**config.mk**
```make
export PLATFORM = sky130hd
export DESIGN_NAME = reg_scoreboard
export DESIGN_NICKNAME = d
export VERILOG_FILES = /design/src/rtl/pipeline_pkg.sv /design/src/rtl/sb_entry.sv /design/src/rtl/reg_scoreboard.sv
export SDC_FILE = /design/constraint.sdc
export NUM_CORES = 1
export LEC_CHECK = 0
export ABC_CLOCK_PERIOD_IN_PS = 2700
export CAP_MARGIN = 15
export CORE_MARGIN = 5
export CORE_UTILIZATION = 50
export CTS_BUF_LIST = sky130_fd_sc_hd__clkbuf_8
export DETAILED_ROUTE_END_ITERATION = 8
export GPL_TIMING_DRIVEN = 0
export PLACE_DENSITY = 0.85
export RECOVER_POWER = 100
export SYNTH_ARGS = -nofsm -noshare
export SYNTH_HDL_FRONTEND = slang
export SYNTH_SLANG_ARGS = --single-unit
```
**constraint.sdc**
```tcl
create_clock -name clk -period 2.7 [get_ports clk]
set_input_delay 0.54 -clock clk [delete_from_list [all_inputs] [get_ports clk]]
set_output_delay 0.54 -clock clk [all_outputs]
set_load 0.01 [all_outputs]
```
**src/rtl/pipeline_pkg.sv**
```systemverilog
// Pipeline-wide constants shared by decode, forwarding and the register scoreboard.
package pipeline_pkg;
    localparam int REG_ADDR_W = 5;
    localparam int NUM_REGS   = 32;
    localparam int RS_MSB     = 25;
    localparam int RS_LSB     = 21;
    localparam int RT_MSB     = 20;
    localparam int RT_LSB     = 16;

    // Producer latencies; the forwarding unit reads the same values.
    localparam int DEF_LOAD_LAT = 3;
    localparam int DEF_ALU_LAT  = 0;

    typedef logic [REG_ADDR_W-1:0] reg_addr_t;
endpackage

```
**src/rtl/sb_entry.sv**
```systemverilog
// One scoreboard slot: saturating down-counter, reloaded on issue, pending while non-zero.
module sb_entry #(
    parameter int CNT_W = 3
) (
    input  logic             clk,
    input  logic             rst,
    input  logic             load,
    input  logic [CNT_W-1:0] load_val,
    output logic             pending
);
    logic [CNT_W-1:0] cnt_q, cnt_d;

    // A reload beats the decrement so a newer producer always wins.
    always_comb begin
        cnt_d = cnt_q;
        if (load)
            cnt_d = load_val;
        else if (cnt_q != '0)
            cnt_d = cnt_q - CNT_W'(1);
    end

    always_ff @(posedge clk) begin
        if (rst)
            cnt_q <= '0;
        else
            cnt_q <= cnt_d;
    end

    assign pending = (cnt_q != '0);
endmodule

```
**src/rtl/reg_scoreboard.sv**
```systemverilog
// Latency-driven register-pending scoreboard at the ID/issue boundary; raises stall
// while a source operand of the instruction in ID is not yet forwardable.
module reg_scoreboard
    import pipeline_pkg::*;
#(
    parameter int LOAD_LAT = DEF_LOAD_LAT,
    parameter int ALU_LAT  = DEF_ALU_LAT,
    parameter int CNT_W    = 3
) (
    input  logic        clk,
    input  logic        rst,
    input  logic        issue_valid,
    input  logic        issue_wena,
    input  logic        issue_is_load,
    input  logic [4:0]  issue_waddr,
    input  logic        flush,
    input  logic        dec_valid,
    input  logic [31:0] dec_inst,
    output logic        stall,
    output logic [31:0] busy_mask
);
    logic                issue_acc;
    logic [CNT_W-1:0]    issue_lat;
    logic [NUM_REGS-1:0] pending;
    reg_addr_t           rs, rt;
    logic                unused_inst_bits;

    always_comb begin
        issue_acc = issue_valid && issue_wena && !flush && (issue_waddr != '0);
        issue_lat = issue_is_load ? CNT_W'(LOAD_LAT) : CNT_W'(ALU_LAT);
    end

    // r0 is hardwired zero and never needs tracking.
    assign pending[0] = 1'b0;

    for (genvar r = 1; r < NUM_REGS; r++) begin : g_entry
        sb_entry #(.CNT_W(CNT_W)) u_entry (
            .clk      (clk),
            .rst      (rst),
            .load     (issue_acc && (issue_waddr == REG_ADDR_W'(r))),
            .load_val (issue_lat),
            .pending  (pending[r])
        );
    end

    // rt is checked even for instructions that ignore it; the extra stall is harmless.
    always_comb begin
        rs    = dec_inst[RS_MSB:RS_LSB];
        rt    = dec_inst[RT_MSB:RT_LSB];
        stall = dec_valid && (((rs != '0) && pending[rs]) || ((rt != '0) && pending[rt]));
    end

    assign busy_mask        = pending;
    assign unused_inst_bits = ^{dec_inst[31:26], dec_inst[15:0]};
endmodule

```
==> out/qor.txt <==
worst setup slack after layout -> -0.145 ns
Psw -> 0.00401 W
DRC Markers -> 0
CTS sink cnt -> 93
total track usage -> 0.221
clock tree from TritonCTS -> yes
Clk pin slew, worst setup/hold paths -> 0.08 ns
post-synthesis compound-gate area fraction -> 0.131
Syn Nets -> 888
Core Area -> 12500 um^2
Critical Path Start -> g_entry[30].u_entry.cnt_q[0]$_SDFFE_PP0P_
unrepaired setup endpoints after global routing -> true
vias in the first global route -> 5464
Final Power -> 0.00990 W
asr flop ratio synth -> 0
endpoints failing setup -> 3
CTS max path bufs -> 2
Die Span Y -> 123 um
H-tree lvl count -> 3
Setup TNS Final -> -0.195 ns
global-route wire length before repair -> 26200 um
die footprint -> 15000 um^2
FF+latch count, synth -> 93
router iterations before antenna repair -> 5
Comb power frac -> 0.656
pin slew with the least headroom to its limit -> 0.869 ns
Leakage -> 3.07 nW
area delta synth->final -> 17.7%
final wirelength -> 16000 um
fmax -> 351 MHz
sw frac -> 0.405
Clock power frac -> 0.095
Hold WS -> 0.549 ns
fin cells -> 1030
ant diodes -> 0
share of cells above drive strength 1 -> 0.189
status -> finished, violations left
Mean Syn Cell Area -> 8.12 um^2
Yosys Warn Count -> 0
ANT nets after route -> 0
failing checks -> setup timing
EDFF count, synth -> 0
type of origin of the critical path -> flop
CTS root buf -> clkbuf_8
Die Span X -> 123 um
Arrival @ worst endpoint -> 2.31 ns
headroom to the max-slew limit -> 0.418
Gate Count Post-Synth -> 782
Top reg by flops -> g_entry.u_entry.cnt_q
leading cell types in the layout, fill and taps excluded -> 90 x nand2_1, 78 x inv_1, 74 x dfxtp_1, 61 x xnor2_1
GPL Wtd Cong -> 0.978
largest net degree at the start of global routing -> 15
Synth Area in XOR/XNOR -> 0.0856
hold crit path type -> flop to flop
WS Path Type -> flop to output port
most common cell after layout, fill and taps aside -> nand2_1
sequential share of power -> 0.249
CP Max Fanout -> 7
Iteration-0 DRC Markers -> 496
Via-to-Cell Ratio -> 5.44
area of the mapped netlist -> 6350 um^2
Pint -> 0.00589 W
max-capacitance violation count -> 0
ys flop type -> dfxtp_1
initial antenna violation count -> 0
PD cells -> 1330 nW/um^2
DR WL/cell -> 15.5 um
Cells after DPL -> 999
routed vias -> 5604
worst r2r src -> g_entry[11].u_entry.cnt_q[0]$_SDFFE_PP0P_
largest family of logic cells by synthesized area -> simple AND/OR/NAND/NOR gates
Synth Area in Simple Gates -> 0.195
Largest regs -> g_entry.u_entry.cnt_q x93
Slew Viols, Final -> 0
worst vdd ir -> 0.819 mV
CTS Buf Count -> 9
final hold violations -> 0
Tcrit/Tclk final -> 1.05
Req. time, crit path -> 2.16 ns
mux share of post-synthesis cell area -> 0.0450
grt total ovfl -> 0
CP Capture Type -> output port
post-layout net count -> 959
synth unique cells -> 58
sequential area share after synthesis -> 0.293
Largest register FFs -> 93
Post-Synth Adder-Cell Area -> 0.122
fin crit period -> 2.85 ns
Setup WS pre-CTS -> -0.624 ns
# rows -> 41
Buffers on Ports -> 45
Detail Placement HPWL -> 11300 um
Setup Skew -> 0.00823 ns
Layout fillers -> 1119
min-delay src -> g_entry[13].u_entry.cnt_q[2]$_SDFFE_PP0P_
Worst-Skew Late Latency -> 0.38 ns
starting density of the core -> 0.507
Top Ports -> 77
-- cell type report --
cell class	count	area [um^2]	area share
inverters	93	349	0.0467
multi-input cells	519	3790	0.507
clock buffers	10	138	0.0184
clock inverters	6	53.8	0.00720
flip-flops and latches	93	1890	0.252
repair buffers	63	581	0.0777
well taps	172	215	0.0288
plain buffers	74	459	0.0615
-- Yosys cell counts (5+ instances only) --
cell	count	share of area
o221ai_1	5	0.0069
clkbuf_1	27	0.016
xnor2_1	61	0.084
o21ai_0	28	0.022
nand2_1	90	0.053
nand3_1	22	0.017
nor2b_1	31	0.031
a21oi_1	60	0.047
buf_2	10	0.0079
nor3_1	6	0.0047
nor2_1	37	0.022
ha_1	62	0.12
nand2b_1	7	0.0069
mux4_2	6	0.021
inv_1	89	0.053
mux2i_1	15	0.024
buf_4	35	0.041
o211ai_1	14	0.017
a2111oi_0	18	0.025
nor4_1	14	0.014
dfxtp_1	93	0.29
-- through the flow --
stage / util / cell area, um^2
after floorplan: - / 6350
after global placement: 0.560 / 7010
after detailed placement: 0.560 / 7010
after CTS: 0.594 / 7430
after global routing: 0.597 / 7470
final: 0.597 / 7470
-- final timing paths --
path,slack (ns),cells past startpoint,end
worst max register to register,1.13,6,g_entry[11].u_entry.cnt_q[2]$_SDFFE_PP0P_
worst max-delay path,-0.15,9,stall
worst min register to register,0.55,2,g_entry[13].u_entry.cnt_q[2]$_SDFFE_PP0P_
worst min-delay path,0.55,2,g_entry[13].u_entry.cnt_q[2]$_SDFFE_PP0P_
-- critical path, cell delays in order, from the launching register on --
cell and delay, ns:
dfxtp_1 0.35, inv_1 0.07, ha_1 0.19, nor2b_2 0.20
mux4_2 0.50, nand2_1 0.08, nand4_1 0.10, a2bb2oi_2 0.15
o311ai_2 0.09, buf_2 0.19
-- logic make-up after synthesis --
group,Yosys count
and+or+nand+nor,237
buffers and inverters,170
AOI/OAI and AO/OA,136
DFF,93
adders and majority gates,62
xor gates and xnor gates,62
muxes,21
other,1
-- routing by layer --
layer / track usage / share of wire / vias to the layer above
li1: - / - / 2714
met1: 0.272 / 0.42 / 2639
met2: 0.379 / 0.48 / 209
met3: 0.0447 / 0.076 / 42
met4: 0.0819 / 0.028 / 0
met5: 0 / 0 / -
-- power groups by stage --
stage | Sequential, W | Combinational (W) | Clock [W]
2_1_floorplan | 0.00233 | 0.00442 | 0
5_1_grt | 0.00254 | 0.00721 | 0.00100
3_3_place_gp | 0.00238 | 0.00584 | 0
4_1_cts | 0.00243 | 0.00642 | 0.000945
6_report | 0.00247 | 0.00649 | 0.000944
3_5_place_dp | 0.00240 | 0.00600 | 0
-- repair_timing --
action | in CTS | in global routing
hold buffers | 0 | 0
gates resized for setup | 60 | 26
gates cloned | 0 | 0
pin swaps | 6 | 9
buffers inserted | 15 | 3
endpoints found under the setup margin | 1 | 4
Note: power is estimated with default switching activity, not from simulation.
